===== src/rtl/fetch_queue_stage_if.sv =====
// rtl/fetch_queue_stage_if.sv - redirect, imem and decode-side signals of the fetch queue stage
interface fetch_queue_stage_if #(
    parameter int ADDR_W = 32,
    parameter int ILEN   = 32
);
    logic              redirect_valid;
    logic [ADDR_W-1:0] redirect_pc;
    logic              imem_read;
    logic [ADDR_W-1:0] imem_address;
    logic              imem_resp;
    logic [ILEN-1:0]   imem_rdata;
    logic              out_valid;
    logic              out_ready;
    logic [ADDR_W-1:0] out_pc;
    logic [ILEN-1:0]   out_instr;
    logic [ADDR_W-1:0] out_pc_next;

    // The fetch stage itself: drives the imem request and the decode-facing head
    modport master (
        input  redirect_valid, redirect_pc, imem_resp, imem_rdata, out_ready,
        output imem_read, imem_address, out_valid, out_pc, out_instr, out_pc_next
    );

    // Environment: memory, decode and branch resolution
    modport slave (
        output redirect_valid, redirect_pc, imem_resp, imem_rdata, out_ready,
        input  imem_read, imem_address, out_valid, out_pc, out_instr, out_pc_next
    );
endinterface


===== src/rtl/fetch_queue_stage.sv =====
// rtl/fetch_queue_stage.sv - instruction fetch with DEPTH-entry queue and stale-response drain
module fetch_queue_stage #(
    parameter int                DEPTH    = 4,
    parameter int                ADDR_W   = 32,
    parameter int                ILEN     = 32,
    parameter logic [ADDR_W-1:0] RESET_PC = 32'h4000_0000
) (
    input  logic                       clk,
    input  logic                       rst_n,
    fetch_queue_stage_if.master        bus,
    output logic [$clog2(DEPTH+1)-1:0] fq_count
);
    localparam int             PW   = $clog2(DEPTH);
    localparam int             CW   = $clog2(DEPTH + 1);
    localparam logic [CW-1:0]  FULL = CW'(DEPTH);

    typedef enum logic [1:0] {IDLE, FETCH, DRAIN} state_t;

    state_t            state;
    logic [ADDR_W-1:0] fpc;
    logic [ADDR_W-1:0] stale_addr;

    logic [ADDR_W-1:0] pc_mem    [DEPTH];
    logic [ILEN-1:0]   instr_mem [DEPTH];
    logic [ADDR_W-1:0] pcn_mem   [DEPTH];
    logic [PW-1:0]     rd_ptr;
    logic [PW-1:0]     wr_ptr;
    logic [CW-1:0]     count;
    logic [CW-1:0]     count_next;
    logic              out_valid_q;

    logic redirect;
    logic complete;
    logic push;
    logic pop;

    assign redirect         = bus.redirect_valid;
    assign bus.imem_read    = (state == FETCH) || (state == DRAIN);
    assign bus.imem_address = (state == DRAIN) ? stale_addr : fpc;
    assign complete         = bus.imem_read && bus.imem_resp;
    // A redirect squashes both the incoming word and any decode handshake
    assign push             = (state == FETCH) && complete && !redirect;
    assign pop              = out_valid_q && bus.out_ready && !redirect;

    // Occupancy after this edge; a redirect empties the queue outright
    always_comb begin
        count_next = count;
        if (redirect) begin
            count_next = '0;
        end else if (push && !pop) begin
            count_next = count + 1'b1;
        end else if (pop && !push) begin
            count_next = count - 1'b1;
        end
    end

    // Request sequencing: launch, back-to-back fetch, and draining the abandoned request
    always_ff @(posedge clk or negedge rst_n) begin
        if (!rst_n) begin
            state      <= IDLE;
            fpc        <= RESET_PC;
            stale_addr <= '0;
        end else begin
            case (state)
                IDLE: begin
                    if (redirect) begin
                        fpc   <= bus.redirect_pc;
                        state <= FETCH;
                    end else if (count < FULL) begin
                        state <= FETCH;
                    end
                end
                FETCH: begin
                    if (redirect) begin
                        fpc <= bus.redirect_pc;
                        if (!bus.imem_resp) begin
                            stale_addr <= fpc;
                            state      <= DRAIN;
                        end
                    end else if (bus.imem_resp) begin
                        fpc <= fpc + ADDR_W'(4);
                        if (count_next == FULL) begin
                            state <= IDLE;
                        end
                    end
                end
                DRAIN: begin
                    if (redirect) begin
                        fpc <= bus.redirect_pc;
                    end
                    if (bus.imem_resp) begin
                        state <= FETCH;
                    end
                end
                default: state <= IDLE;
            endcase
        end
    end

    // Queue pointers, occupancy and the registered head-valid flag
    always_ff @(posedge clk or negedge rst_n) begin
        if (!rst_n) begin
            rd_ptr      <= '0;
            wr_ptr      <= '0;
            count       <= '0;
            out_valid_q <= 1'b0;
        end else begin
            if (redirect) begin
                rd_ptr <= '0;
                wr_ptr <= '0;
            end else begin
                if (push) begin
                    wr_ptr <= wr_ptr + PW'(1);
                end
                if (pop) begin
                    rd_ptr <= rd_ptr + PW'(1);
                end
            end
            count       <= count_next;
            out_valid_q <= (count_next != '0);
        end
    end

    // Entry storage needs no reset: nothing is visible until count says so
    always_ff @(posedge clk) begin
        if (push) begin
            pc_mem[wr_ptr]    <= fpc;
            instr_mem[wr_ptr] <= bus.imem_rdata;
            pcn_mem[wr_ptr]   <= fpc + ADDR_W'(4);
        end
    end

    assign bus.out_valid   = out_valid_q;
    assign bus.out_pc      = out_valid_q ? pc_mem[rd_ptr]    : '0;
    assign bus.out_instr   = out_valid_q ? instr_mem[rd_ptr] : '0;
    assign bus.out_pc_next = out_valid_q ? pcn_mem[rd_ptr]   : '0;
    assign fq_count        = count;
endmodule


===== src/flat_wrapper.sv =====
// flat-port wrapper written by rule: the top's interface ports become plain ports
module fetch_queue_stage_flat 
#(
    parameter int                DEPTH    = 4,
    parameter int                ADDR_W   = 32,
    parameter int                ILEN     = 32,
    parameter logic [ADDR_W-1:0] RESET_PC = 32'h4000_0000
)
  (clk, rst_n, fq_count, bus_redirect_valid, bus_redirect_pc, bus_imem_resp, bus_imem_rdata, bus_out_ready, bus_imem_read, bus_imem_address, bus_out_valid, bus_out_pc, bus_out_instr, bus_out_pc_next);
  fetch_queue_stage_if #(.ADDR_W(ADDR_W), .ILEN(ILEN)) bus_i ();
  input  logic clk;
  input  logic rst_n;
  output logic [$clog2(DEPTH+1)-1:0] fq_count;
  input wire logic [$bits(bus_i.redirect_valid)-1:0] bus_redirect_valid;
  input wire logic [$bits(bus_i.redirect_pc)-1:0] bus_redirect_pc;
  input wire logic [$bits(bus_i.imem_resp)-1:0] bus_imem_resp;
  input wire logic [$bits(bus_i.imem_rdata)-1:0] bus_imem_rdata;
  input wire logic [$bits(bus_i.out_ready)-1:0] bus_out_ready;
  output wire logic [$bits(bus_i.imem_read)-1:0] bus_imem_read;
  output wire logic [$bits(bus_i.imem_address)-1:0] bus_imem_address;
  output wire logic [$bits(bus_i.out_valid)-1:0] bus_out_valid;
  output wire logic [$bits(bus_i.out_pc)-1:0] bus_out_pc;
  output wire logic [$bits(bus_i.out_instr)-1:0] bus_out_instr;
  output wire logic [$bits(bus_i.out_pc_next)-1:0] bus_out_pc_next;
  assign bus_i.redirect_valid = bus_redirect_valid;
  assign bus_i.redirect_pc = bus_redirect_pc;
  assign bus_i.imem_resp = bus_imem_resp;
  assign bus_i.imem_rdata = bus_imem_rdata;
  assign bus_i.out_ready = bus_out_ready;
  assign bus_imem_read = bus_i.imem_read;
  assign bus_imem_address = bus_i.imem_address;
  assign bus_out_valid = bus_i.out_valid;
  assign bus_out_pc = bus_i.out_pc;
  assign bus_out_instr = bus_i.out_instr;
  assign bus_out_pc_next = bus_i.out_pc_next;
  fetch_queue_stage #(.DEPTH(DEPTH), .ADDR_W(ADDR_W), .ILEN(ILEN), .RESET_PC(RESET_PC)) u_core (.clk(clk), .rst_n(rst_n), .bus(bus_i), .fq_count(fq_count));
endmodule

===== config.mk =====
export PLATFORM = sky130hd
export DESIGN_NAME = fetch_queue_stage_flat
export DESIGN_NICKNAME = d
export VERILOG_FILES = /design/src/rtl/fetch_queue_stage_if.sv /design/src/rtl/fetch_queue_stage.sv /design/src/flat_wrapper.sv
export SDC_FILE = /design/constraint.sdc
export NUM_CORES = 1
export LEC_CHECK = 0
export CAP_MARGIN = 15
export CORE_ASPECT_RATIO = 1.25
export CORE_MARGIN = 3
export CORE_UTILIZATION = 51
export DETAILED_ROUTE_END_ITERATION = 7
export HOLD_SLACK_MARGIN = 0.03
export PLACE_DENSITY = 0.76
export SKIP_LAST_GASP = 1
export SLEW_MARGIN = 20
export SYNTH_ARGS = -nofsm -noshare
export SYNTH_HDL_FRONTEND = slang
export SYNTH_SLANG_ARGS = --single-unit

===== constraint.sdc =====
create_clock -name clk -period 3.6 [get_ports clk]
set_input_delay 1.08 -clock clk [delete_from_list [all_inputs] [get_ports clk]]
set_output_delay 1.08 -clock clk [all_outputs]
set_load 0.03 [all_outputs]

==> flow_summary.yaml <==
outcome:
  status: "finished, final reports clean"
global_route:
  grt_pass1_vias: 10700
  grt_overflow: 0
  antenna_found_initial: 0
  grt_use_met1_pct: 29.9
  global_route.usage.met3_pct: 3.19
  grt_max_degree: 45
  grtUsageTotal_pct: 21.4
  top_usage_layer: "met2"
  grt_pass1_wl_mm: 63.0
  grt_use_met2_pct: 35.7
placed_design:
  port-buffer-count: 201
  dp_cells: 1722
  finalWeightedCongestion: 0.814
  dp_hpwl_mm: 27.1
clock_network:
  cts_tree: "built"
  cts-htree-levels: 2
  numCtsBuffers: 43
  cts_buffer_depth: 3
  cts_sinks: 450
  clock_latency_ns: 0.56
  clk_pin_slew_ns: 0.07
  cts_root_buf: "clkbuf_16"
setup_path:
  path_delay_family: "buffers and inverters"
  end_kind: "output pin"
  rr_worst_depth: 4
  cp_data_required_time_ns: 2.52
  crit_fanout: 19
  worst_ep_arrival_time_ns: 2.48
  max_stage_delay_ns: 0.52
  cp_num_buf_inv: 3
  cp_num_cells: 5
  slowest_stage: "mux4_2"
  path_class: "reg -> out"
  cp-start-kind: "register"
  path_cells: "buf_4 -> buf_12 -> mux4_2 -> and2_1 -> dlygate4sd2_1"
synthesis:
  yosysSeqAreaShare_pct: 70.2
  synth_top_cell_by_area: "edfxtp_1"
  synth_cells: 1072
  synth_top_area_share_pct: 60.3
  async_reset_ff_share_pct: 16.4
  synth_fp_nets: 1152
  synth_ff_type: "edfxtp_1"
  ys_warn_count: 0
  synth_edf_count: 376
  ys_ff_latch: 450
  syn-mean-instance-area_um2: 17.5
  synth.area.top_cells: "edfxtp_1 (60%), mux4_2 (11%), dfrtp_1 (9.8%)"
  mappedNetlistArea_mm2: 0.0187
  yosysUniqueCellTypes: 52
die:
  die-area_mm2: 0.0390
  core-area_mm2: 0.0358
  start_util_pct: 52.2
  die_w_um: 177
  die_h_um: 220
  num_rows: 77
  ioPinCount: 202
timing:
  slew_headroom_pct: 38.4
  fin_skew_ns: 0.0285
  setup_violations: 0
  fin_crit_ns: 3.56
  finalHoldViolations: 0
  fmax_ghz: 0.281
  report.final.slew_viol_count: 0
  tightest_slew_ns: 0.925
  rsz0062_at_grt: "true"
  post-route-period-util_pct: 99.0
  fin_setup_tns_ns: 0
worst_hold_path:
  hold_depth: 2
  hp-class: "reg -> reg"
route:
  num_vias: 10400
  wl_per_cell_um: 22.8
  wirelength_mm: 41.3
  drt-initial-drc-count: 988
  drtAntennaViolNets: 0
  viasPerCell: 5.77
  dr.pass1.iters: 6
  drc: 0
power:
  peakVddDrop_mv: 0.604
  power_leakage_nw: 8.49
  p_total_w: 0.0168
  powerDensity_mw_per_mm2: 725
final_layout:
  layout_common_cells: "edfxtp_1 (376), and2_1 (97), mux4_2 (94), dlygate4sd2_1 (78), clkdlybuf4s50_1 (72)"
  utilization_pct: 64.8
  layout_commonest_cell: "edfxtp_1"
  synthToLayoutAreaGrowth_pct: 24.1
  finalNetCount: 1379
  drive_gt1_share_pct: 23.5
  final_cells: 1807
  diodes: 0
run:
  drv_cap: 0
[path summary, 6_finish.rpt]
path                            slack (ns)                         startpoint                                 to
worst max-delay path                  0.04       u_core.rd_ptr[0]$_DFFE_PN0P_                     bus_out_pc[22]
worst min-delay path                  0.50  u_core.stale_addr[22]$_DFFE_PN0P_  u_core.stale_addr[22]$_DFFE_PN0P_
worst max register to register        0.88          u_core.fpc[7]$_DFFE_PN0P_    u_core.pcn_mem[2][21]$_DFFE_PP_
worst min register to register        0.50  u_core.stale_addr[22]$_DFFE_PN0P_  u_core.stale_addr[22]$_DFFE_PN0P_
max in group asynchronous             2.34                              rst_n          u_core.fpc[0]$_DFFE_PN0P_
min in group asynchronous             0.53                              rst_n  u_core.stale_addr[29]$_DFFE_PN0P_
[power breakdown]
part	internal, W	leakage [nW]	switching, W
registers	0.00662	4.26	0.000721
logic	0.00203	3.50	0.00281
clock network	0.00277	0.726	0.00188
total	0.0114	8.49	0.00541
[Yosys cell counts (2+ instances only)]
library cell	count
a21oi_1	27
a22oi_1	5
a2bb2oi_1	14
a31oi_1	3
a32oi_1	2
and2_1	101
and3_1	5
and4_1	3
buf_1	17
buf_2	9
buf_4	2
clkbuf_1	45
dfrtp_1	73
edfxtp_1	376
ha_1	11
inv_1	11
mux2_2	60
mux2i_1	3
mux4_2	94
nand2_1	40
nand2b_1	2
nand3_1	26
nand4_1	14
nor2_1	22
nor2b_1	2
nor3_1	5
nor4_1	4
o211ai_1	3
o21ai_0	19
o22ai_1	12
o311ai_0	7
or2_2	3
or4_1	2
xnor2_1	28
xor2_1	5
[state kept, by name, indices dropped and copies added, names as in the netlist]
name	count
u_core.wr_ptr	2
u_core.stale_addr	32
u_core.pc_mem	126
u_core.bus.out_valid	1
u_core.pcn_mem	122
u_core.fq_count	3
u_core.instr_mem	128
u_core.fpc	32
u_core.state	2
u_core.rd_ptr	2
[kinds of logic (layout without fill, tap and decap cells)]
family / after synthesis / count (layout) / synth area share [%]
multiplexers: 157 / 157 / 15.1
buffers and inverters: 84 / 345 / 1.78
AND/OR/NAND/NOR: 237 / 237 / 7.08
flip-flops: 450 / 450 / 70.2
AO/OA/AOI/OAI: 100 / 100 / 3.55
adder cells (fa/ha/maj): 11 / 11 / 0.735
XOR/XNOR: 33 / 33 / 1.54
[routing by layer]
| metal | vias to the layer above | share of wire (%) | wire [µm] |
|---|---|---|---|
| met5 | - | 0 | 0 |
| met4 | 0 | 2.5 | 1040 |
| met3 | 73 | 6.4 | 2640 |
| met2 | 383 | 50 | 20400 |
| met1 | 5320 | 42 | 17200 |
| li1 | 4648 | - | - |
[stage by stage]
step	setup slack, ns	instance area (µm²)	hold slack (ns)
after floorplan	0.253	18700	0.450
after global placement	0.348	21700	0.463
after detailed placement	0.327	21700	0.481
after CTS	-0.199	23100	0.494
after global routing	-0.0481	23200	0.514
final	0.0362	23200	0.498
[worst reg2reg max path: stages (launching register included)]
cell and delay (ns):
dfrtp_1 0.59, nand3_1 0.34, nor4_2 0.71, nand4_1 0.31
xnor2_1 0.50
[final cells by class]
class                   instances  area, µm²
clock buffers                  56       1230
clock inverters                23        248
fillers                      2504      12600
inverters                      11       41.3
multi-input cells             538       5260
flip-flops and latches        450      13200
well taps                     474        593
repair buffers                255       2700
[timing repair]
item	in CTS	in global routing
setup buffers	0	6
endpoints found under the hold margin	0	0
hold buffers	0	0
pin swaps	0	0
setup endpoints to repair	99	45
gates resized for setup	80	35
Note: power is estimated with default switching activity, not from simulation.
